$ cat src/rtl/strobe_period_meter.sv
// -----------------------------------------------------------------------------
// strobe_period_meter
//
// Measures the number of clk cycles between successive single-cycle strobes
// and presents each measured period on a valid/ready output. Also reports
// sticky overrun and timeout flags and a period-lock indication.
//
// Ports:
//   clk           in   1      system clock, all logic on posedge
//   reset_n       in   1      synchronous, active-low reset
//   strobe_in     in   1      one-cycle event pulse from the upstream strobe stage
//   clear         in   1      synchronous soft restart; wins over strobe_in
//   period_out    out  WIDTH  last captured period in clk cycles
//   period_valid  out  1      period_out holds an untransferred value
//   period_ready  in   1      consumer accepts; transfer on valid & ready
//   overrun       out  1      sticky: an unread period was overwritten
//   timeout       out  1      sticky: counter saturated with no strobe
//   locked        out  1      LOCK_COUNT consecutive periods within TOL of predecessor
// -----------------------------------------------------------------------------
module strobe_period_meter #(
  parameter int WIDTH      = 20,
  parameter int TOL        = 2,
  parameter int LOCK_COUNT = 4
) (
  input  logic             clk,
  input  logic             reset_n,
  input  logic             strobe_in,
  input  logic             clear,
  output logic [WIDTH-1:0] period_out,
  output logic             period_valid,
  input  logic             period_ready,
  output logic             overrun,
  output logic             timeout,
  output logic             locked
);

  typedef enum logic {
    IDLE = 1'b0,   // no reference strobe seen yet
    MEAS = 1'b1    // counting cycles since the last strobe
  } state_t;

  localparam logic [WIDTH-1:0] CNT_MAX  = '1;
  localparam logic [WIDTH-1:0] TOL_W    = WIDTH'(TOL);
  localparam logic [7:0]       LOCK_MAX = 8'(LOCK_COUNT);

  state_t           state, state_next;
  logic [WIDTH-1:0] cnt;
  logic [WIDTH-1:0] prev_period;
  logic             have_prev;     // a period has been captured since leaving IDLE
  logic [7:0]       match_cnt;

  logic             start;         // first strobe: begins the reference interval
  logic             capture;       // strobe while measuring: cnt is a period
  logic             saturate;      // counter hit its maximum with no strobe

  logic [WIDTH-1:0] diff;
  logic             is_match;
  logic [7:0]       match_next;

  // ---------------------------------------------------------------------------
  // Next-state and event decode
  // ---------------------------------------------------------------------------
  always_comb begin
    // NOTE: every signal assigned in this block gets a default first, so no
    // path through the case can leave a value held and infer a latch.
    state_next = state;
    start      = 1'b0;
    capture    = 1'b0;
    saturate   = 1'b0;

    if (clear) begin
      state_next = IDLE;
    end else begin
      case (state)
        IDLE: begin
          if (strobe_in) begin
            start      = 1'b1;
            state_next = MEAS;
          end
        end
        MEAS: begin
          if (strobe_in) begin
            // A strobe in the saturation cycle still counts as a capture.
            capture = 1'b1;
          end else if (cnt == CNT_MAX) begin
            saturate   = 1'b1;
            state_next = IDLE;
          end
        end
        default: state_next = IDLE;
      endcase
    end
  end

  // ---------------------------------------------------------------------------
  // Lock comparison: unsigned absolute difference, no wrap-around
  // ---------------------------------------------------------------------------
  always_comb begin
    diff       = (cnt >= prev_period) ? (cnt - prev_period) : (prev_period - cnt);
    is_match   = (diff <= TOL_W);
    match_next = 8'd0;
    if (is_match) begin
      match_next = (match_cnt == LOCK_MAX) ? match_cnt : (match_cnt + 8'd1);
    end
  end

  // ---------------------------------------------------------------------------
  // State register
  // ---------------------------------------------------------------------------
  always_ff @(posedge clk) begin
    // NOTE: sequential state uses non-blocking assignments so every register
    // samples the pre-edge values regardless of statement order.
    if (!reset_n) begin
      state <= IDLE;
    end else begin
      state <= state_next;
    end
  end

  // ---------------------------------------------------------------------------
  // Counter, output handshake, sticky flags and lock tracking
  // ---------------------------------------------------------------------------
  always_ff @(posedge clk) begin
    if (!reset_n) begin
      cnt          <= '0;
      period_out   <= '0;
      period_valid <= 1'b0;
      overrun      <= 1'b0;
      timeout      <= 1'b0;
      locked       <= 1'b0;
      match_cnt    <= 8'd0;
      prev_period  <= '0;
      have_prev    <= 1'b0;
    end else if (clear) begin
      // Soft restart: everything except the last reported period.
      cnt          <= '0;
      period_valid <= 1'b0;
      overrun      <= 1'b0;
      timeout      <= 1'b0;
      locked       <= 1'b0;
      match_cnt    <= 8'd0;
      prev_period  <= '0;
      have_prev    <= 1'b0;
    end else begin
      // A strobe at cycle t makes cnt read 1 during t+1, so the value seen
      // at the next strobe is exactly the cycle distance between the two.
      if (start || capture) begin
        cnt <= WIDTH'(1);
      end else if (saturate) begin
        cnt <= '0;
      end else if (state == MEAS) begin
        cnt <= cnt + WIDTH'(1);
      end

      if (capture) begin
        period_out   <= cnt;
        period_valid <= 1'b1;
        if (period_valid && !period_ready) begin
          overrun <= 1'b1;
        end
        prev_period <= cnt;
        have_prev   <= 1'b1;
        // The first period after IDLE has no predecessor; it only seeds prev.
        if (have_prev) begin
          match_cnt <= match_next;
          locked    <= (match_next == LOCK_MAX);
        end
      end else if (period_valid && period_ready) begin
        period_valid <= 1'b0;
      end

      if (saturate) begin
        timeout   <= 1'b1;
        match_cnt <= 8'd0;
        locked    <= 1'b0;
        have_prev <= 1'b0;
      end
    end
  end

endmodule
$ cat config.mk
export PLATFORM = sky130hd
export DESIGN_NAME = strobe_period_meter
export DESIGN_NICKNAME = d
export VERILOG_FILES = /design/src/rtl/strobe_period_meter.sv
export SDC_FILE = /design/constraint.sdc
export NUM_CORES = 1
export LEC_CHECK = 0
export CORE_MARGIN = 2
export CORE_UTILIZATION = 63
export CTS_BUF_LIST = sky130_fd_sc_hd__clkbuf_4 sky130_fd_sc_hd__clkbuf_8
export DETAILED_ROUTE_END_ITERATION = 7
export PLACE_DENSITY_LB_ADDON = 0.1
export SYNTH_ARGS = -nofsm -noshare
export SYNTH_HDL_FRONTEND = slang
export SYNTH_SLANG_ARGS = --single-unit
export TNS_END_PERCENT = 20
$ cat constraint.sdc
create_clock -name clk -period 5 [get_ports clk]
set_clock_uncertainty 0.05 [all_clocks]
set_input_delay 1.5 -clock clk [delete_from_list [all_inputs] [get_ports clk]]
set_output_delay 1.5 -clock clk [all_outputs]
set_load 0.01 [all_outputs]
==> impl_metrics.env, run 1 <==
export IMPL_max_cap_violations=0
export IMPL_drive_gt1_share_pct=5.801
export IMPL_antenna_cells=0
export IMPL_cts_hold_buf=0
export IMPL_tns_ns=0
export IMPL_antenna_left=0
export IMPL_clk_pin_slew_worst_paths_ns=0.08
export IMPL_antenna_found_initial=0
export IMPL_path_delay_family="compound AO/OA/AOI/OAI gates"
export IMPL_synthToLayoutAreaGrowth_pct=9.715
export IMPL_gp_congestion=1.049
export IMPL_first_iter_violations=332
export IMPL_ios=29
export IMPL_yosys_area_top_type="dfxtp_1"
export IMPL_worstPathCellList="inv_1 > ha_1 > o21ai_0 > nand3b_1 > o211ai_1 > or4_1 > a2111oi_0 > and4_1 > nand4_2 > a2111oi_4 > nand3_1 > a31oi_2"
export IMPL_synthCells=709
export IMPL_r2r_start="cnt[13]"
export IMPL_cts_resized=0
export IMPL_io_buffers=28
export IMPL_synth_net_count=758
export IMPL_critPathMaxFanout=15
export IMPL_synth_avg_cell_area_um2=7.557
export IMPL_wl_per_cell_um=17.08
export IMPL_cts_tree="built"
export IMPL_outcome="complete, no violations"
export IMPL_start_util_pct=65.20
export IMPL_setup_ws_ns=0.7891
export IMPL_slew_violations=0
export IMPL_final_cell_mix="101 x nand2_1, 74 x dfxtp_1, 70 x nor2_1"
export IMPL_syn_area_mm2=0.005358
export IMPL_core_area_mm2=0.008217
export IMPL_peakVddDrop_v=0.0001986
export IMPL_final_hold_viol_count=0
export IMPL_wirelength_mm=14.16
export IMPL_power_density_mw_per_mm2=196.7
export IMPL_grt_pass1_vias=4796
export IMPL_htreeDepth=3
export IMPL_grtUsageTotal_pct=32.33
export IMPL_crit_buf_inv=1
export IMPL_r2r_cells=12
export IMPL_leakagePower_nw=2.256
export IMPL_clock_fmax_ghz=0.2375
export IMPL_final_util_pct=71.54
export IMPL_first_pass_iters=5
export IMPL_instances_no_fill=829
export IMPL_cpMaxStageDelayCell="a2111oi_4"
export IMPL_end_kind="flop"
export IMPL_synth_edff_count=0
export IMPL_period_share_pct=84.22
export IMPL_dieWidth_um=96.22
export IMPL_worst_slew_pin_slew_ns=0.8468
export IMPL_reg2reg_slack_ns=0.79
export IMPL_p_total_mw=1.156
export IMPL_max_slew_margin_rel_pct=43.37
export IMPL_cts_setup_buffers=0
export IMPL_fin_nets=768
export IMPL_gr_total_overflow=0
export IMPL_final_common_cell="nand2_1"
export IMPL_cts_made_buffers=9
export IMPL_synth_warnings=0
export IMPL_min_to="period_out[17]"
export IMPL_grt_pass1_wl_mm=23.34
export IMPL_clock_latency_ns=0.34
export IMPL_dpl_hpwl_mm=10.85
export IMPL_cts_buffer_depth=2
export IMPL_die_y_um=96.22
export IMPL_setup_violations=0
export IMPL_yosysSeqAreaShare_pct=27.65
export IMPL_cts_root_buffer="clkbuf_8"
export IMPL_fill_cells=694
export IMPL_clock_sinks=74
export IMPL_grt_max_degree=24
export IMPL_drc=0
export IMPL_synth_area_leaders="dfxtp_1 28%, ha_1 9.8%, nand2_1 7.1%"
export IMPL_synth_seq_cells=74
export IMPL_die_area_mm2=0.009258
export IMPL_cpPeakStageDelay_ns=0.77
export IMPL_dp_cells=813
export IMPL_cp_required_ns=5.21
export IMPL_rsz0062_at_grt="no"
export IMPL_arrival_ns=4.42
export IMPL_synth_top_flop_cell="dfxtp_1"
export IMPL_timing_critical_path_from_type="flop"
export IMPL_worstHoldPathCells=2
export IMPL_fin_crit_ns=4.211
export IMPL_dp_slack_ns=0.8226
export IMPL_via_count=5178
export IMPL_hp_start="period_out[17]"
export IMPL_async_flop_share_pct=0
export IMPL_hold_class="flop to flop"
export IMPL_synth_top_cell_area_share_pct=27.65
export IMPL_path_class="flop to flop"
export IMPL_reg2reg_to="match_cnt[5]"
export IMPL_synth_cell_types=68
export IMPL_row_count=33
export IMPL_post_drt_via_cell_ratio=6.246
## where the power goes
group / switching, mW / leakage, nW / internal, mW / total, mW
Sequential: 0.00221 / 0.596 / 0.590 / 0.592
Clock: 0.209 / 0.110 / 0.306 / 0.515
Combinational: 0.0301 / 1.55 / 0.0188 / 0.0489
## synthesized netlist by cell type (2+ instances only)
cell,instances
o21a_1,4
mux2i_1,4
buf_6,3
ha_1,42
a21oi_1,62
a221oi_2,2
nand2b_1,8
or3_1,3
nand2_1,101
o21ai_0,21
nor4_1,6
xor2_1,7
a221oi_1,2
a31oi_1,5
a211o_1,2
o21bai_1,5
nand3b_1,2
buf_2,7
nor2b_1,3
nor2_1,70
dfxtp_1,74
a2bb2oi_1,2
a21o_1,14
or4_1,3
inv_1,51
and3_1,2
o31ai_1,3
or2_2,4
nand4_2,2
o22ai_1,2
nand4_1,15
o211ai_1,12
clkbuf_1,22
a21boi_0,21
nor3_1,18
xnor2_1,32
fa_1,2
a2111oi_0,5
and2_1,5
o311ai_0,2
a211oi_1,8
nand3_1,25
## stage by stage
step,hold slack [ns],instance area (µm²)
2_1_floorplan,0.3863,5358
3_3_place_gp,0.3915,5649
3_5_place_dp,0.4070,5649
4_1_cts,0.4167,5877
5_1_grt,0.4442,5878
6_report,0.4139,5878
## flip-flops by register name, indices dropped and copies added, names as in the netlist, 8 cells and up
signal / cells
match_cnt: 8
period_out: 20
cnt: 20
prev_period: 20
## worst register-to-register path, stage by stage, from the launching register on
cell and delay (ns):
dfxtp_1 0.46, inv_1 0.08, ha_1 0.59, o21ai_0 0.20, nand3b_1 0.17, o211ai_1 0.11, or4_1 0.53, a2111oi_0 0.40
and4_1 0.26, nand4_2 0.13, a2111oi_4 0.77, nand3_1 0.18, a31oi_2 0.21
## worst max-delay path by stage
stage              endpoint    start  slack, ns  depth (start not counted)
4_1_cts        match_cnt[5]   cnt[4]       0.77                         12
3_3_place_gp   match_cnt[5]   cnt[4]       0.83                         12
2_1_floorplan  match_cnt[5]   cnt[7]       1.57                         15
6_report       match_cnt[5]  cnt[13]       0.79                         12
5_1_grt        match_cnt[1]   cnt[4]       0.35                         12
3_5_place_dp   match_cnt[1]  cnt[10]       0.82                         11
## cell type report
type	instances	area (µm²)	share of cell area (%)
multi-input combinational	550	3528	60.03
inverter	51	191.4	3.257
timing repair buffer	33	317.8	5.407
tap	105	131.4	2.235
clock buffer	12	152.6	2.597
clock inverter	4	75.07	1.277
sequential	74	1481	25.20
## layer usage
metal	part of all wire, %	vias up	routed length, µm	GRT usage (%)
met3	6.9	49	984	6.735
met4	3.8	0	537	16.55
li1	-	2487	-	-
met1	45	2411	6382	42.83
met2	44	231	6258	49.48
met5	0	-	0	0
## logic make-up (layout without fill, tap and decap cells)
group           count (synthesis)  count (layout)  synth area share [%]
simple gates                  274             274                 23.77
fa+ha+maj                      44              44                 10.56
xor+xnor                       39              39                 6.376
mux                             6               6                 1.378
compound gates                187             187                 23.66
buf+inv                        85             100                 6.609
flops                          74              74                 27.65
Power figures use the tool's default switching activity.
==> run 2: changes to the inputs <==
--- a/config.mk
+++ b/config.mk
@@ -6,7 +6,7 @@
 export NUM_CORES = 1
 export LEC_CHECK = 0
 export CORE_MARGIN = 2
-export CORE_UTILIZATION = 63
+export CORE_UTILIZATION = 57
 export CTS_BUF_LIST = sky130_fd_sc_hd__clkbuf_4 sky130_fd_sc_hd__clkbuf_8
 export DETAILED_ROUTE_END_ITERATION = 7
 export PLACE_DENSITY_LB_ADDON = 0.1
==> constraint.sdc (replaced) <==
create_clock -name clk -period 3.55 [get_ports clk]
set_clock_uncertainty 0.05 [all_clocks]
set_input_delay 1.065 -clock clk [delete_from_list [all_inputs] [get_ports clk]]
set_output_delay 1.065 -clock clk [all_outputs]
set_load 0.01 [all_outputs]
==> impl_metrics.env, run 2 (synthesis gave the netlist of run 1 again) <==
export IMPL_grt_pass1_wl_mm=25.20
export IMPL_cpMaxStageDelayCell="a2111oi_4"
export IMPL_arrival_ns=3.62
export IMPL_crit_buf_inv=5
export IMPL_instances_no_fill=891
export IMPL_cts_root_buffer="clkbuf_8"
export IMPL_wl_met3_um=917
export IMPL_grt_max_degree=22
export IMPL_max_cap_violations=0
export IMPL_drive_gt1_share_pct=17.18
export IMPL_clock_sinks=74
export IMPL_slew_violations=0
export IMPL_post_drt_via_cell_ratio=6.076
export IMPL_tns_ns=0
export IMPL_final_cell_mix="100 x nand2_1, 70 x dfxtp_1, 69 x nor2_1"
export IMPL_row_count=35
export IMPL_cpPeakStageDelay_ns=0.44
export IMPL_antenna_found_initial=0
export IMPL_via_count=5414
export IMPL_wl_per_cell_um=17.42
export IMPL_dieWidth_um=101.0
export IMPL_core_area_mm2=0.009196
export IMPL_timing_critical_path_from_type="flop"
export IMPL_period_share_pct=95.31
export IMPL_final_common_cell="nand2_1"
export IMPL_die_y_um=101.0
export IMPL_io_buffers=28
export IMPL_synthToLayoutAreaGrowth_pct=23.26
export IMPL_path_class="flop to flop"
export IMPL_setup_violations=0
export IMPL_met1_length_mm=7.045
export IMPL_start_util_pct=58.26
export IMPL_p_total_mw=1.805
export IMPL_cp_required_ns=3.79
export IMPL_final_util_pct=71.81
export IMPL_first_iter_violations=395
export IMPL_antenna_cells=0
export IMPL_path_delay_family="compound AO/OA/AOI/OAI gates"
export IMPL_power_density_mw_per_mm2=273.4
export IMPL_gp_congestion=1.012
export IMPL_grtUsageTotal_pct=30.81
export IMPL_die_area_mm2=0.01019
export IMPL_cts_buffer_depth=2
export IMPL_worstPathCellList="inv_1 > ha_1 > buf_4 > buf_4 > a21oi_1 > o21ai_0 > o311ai_1 > buf_4 > nand2_1 > xnor2_1 > nand4_2 > a2111oi_4 > buf_4 > nand3_1 > a31oi_1"
export IMPL_worst_slew_pin_slew_ns=0.9560
export IMPL_wirelength_mm=15.52
export IMPL_dpl_hpwl_mm=11.56
export IMPL_dp_cells=872
export IMPL_ios=29
export IMPL_cts_tree="built"
export IMPL_leakagePower_nw=2.603
export IMPL_setup_ws_ns=0.1664
export IMPL_post_route_cell_area_mm2=0.006604
export IMPL_hold_class="flop to flop"
export IMPL_antenna_left=0
export IMPL_outcome="complete, no violations"
export IMPL_clock_latency_ns=0.36
export IMPL_fin_nets=824
export IMPL_clk_pin_slew_worst_paths_ns=0.09
export IMPL_clock_fmax_ghz=0.2955
export IMPL_gr_total_overflow=0
export IMPL_first_pass_iters=6
export IMPL_placement_cell_area_mm2=0.006067
export IMPL_peakVddDrop_v=0.0002527
export IMPL_fin_crit_ns=3.384
export IMPL_wl_met2_mm=7.142
export IMPL_critPathMaxFanout=8
export IMPL_final_hold_viol_count=0
export IMPL_end_kind="flop"
export IMPL_htreeDepth=3
export IMPL_dp_slack_ns=-0.1620
export IMPL_crit_top_cell="buf_4"
export IMPL_top_layer="met4"
export IMPL_grt_pass1_vias=5214
export IMPL_max_slew_margin_rel_pct=34.62
export IMPL_drc=0
export IMPL_layout_top_registers="cnt (20), period_out (20), prev_period (20)"
export IMPL_cts_made_buffers=9
export IMPL_fin_hold_ws_ns=0.4121
run 2: metal layers:
metal	global-route usage, %	vias to the layer above
met1	42.80	2552
met2	49.49	216
met5	0	-
li1	-	2605
met3	4.854	41
met4	8.940	0
run 2: what timing repair did:
action                                  4_1_cts  5_1_grt
hold buffers                                  0        0
gates resized for setup                       4       50
pin swaps                                     3        8
gates cloned                                  0        1
endpoints found under the hold margin         0        0
setup buffers                                 1        1
endpoints found under the setup margin        9        9
run 2: area by class of cell:
class / count / area [µm²]
flip-flops and latches: 74 / 1486
well taps: 111 / 138.9
multi-input cells: 550 / 3764
clock inverters: 6 / 137.6
clock buffers: 10 / 131.4
fillers: 712 / 2592
inverters: 51 / 191.4
repair buffers: 89 / 754.5
run 2: worst paths after layout:
path	slack, ns	cells past startpoint	to	startpoint
worst max-delay path	0.17	15	match_cnt[3]	cnt[12]
worst min-delay path	0.41	2	period_out[12]	period_out[12]
worst max register to register	0.17	15	match_cnt[3]	cnt[12]
worst min register to register	0.41	2	period_out[12]	period_out[12]
run 2: where the power goes:
group | total, mW | switching, mW | leakage [nW] | internal (mW)
sequential | 0.832 | 0.00160 | 0.598 | 0.831
combinational | 0.0824 | 0.0478 | 1.87 | 0.0345
clock | 0.891 | 0.341 | 0.134 | 0.550
total | 1.81 | 0.390 | 2.60 | 1.42
run 2: worst min-delay path, stage by stage (launching register included):
cell	delay [ns]
dfxtp_1	0.31
nand2_1	0.04
a21boi_0	0.06
==> run 3: changes to the inputs <==
--- a/config.mk
+++ b/config.mk
@@ -5,6 +5,7 @@
 export SDC_FILE = /design/constraint.sdc
 export NUM_CORES = 1
 export LEC_CHECK = 0
+export CAP_MARGIN = 20
 export CORE_MARGIN = 2
 export CORE_UTILIZATION = 57
 export CTS_BUF_LIST = sky130_fd_sc_hd__clkbuf_4 sky130_fd_sc_hd__clkbuf_8
==> results of run 3 <==
Final layout, timing and power as in run 2 (identical DEF).
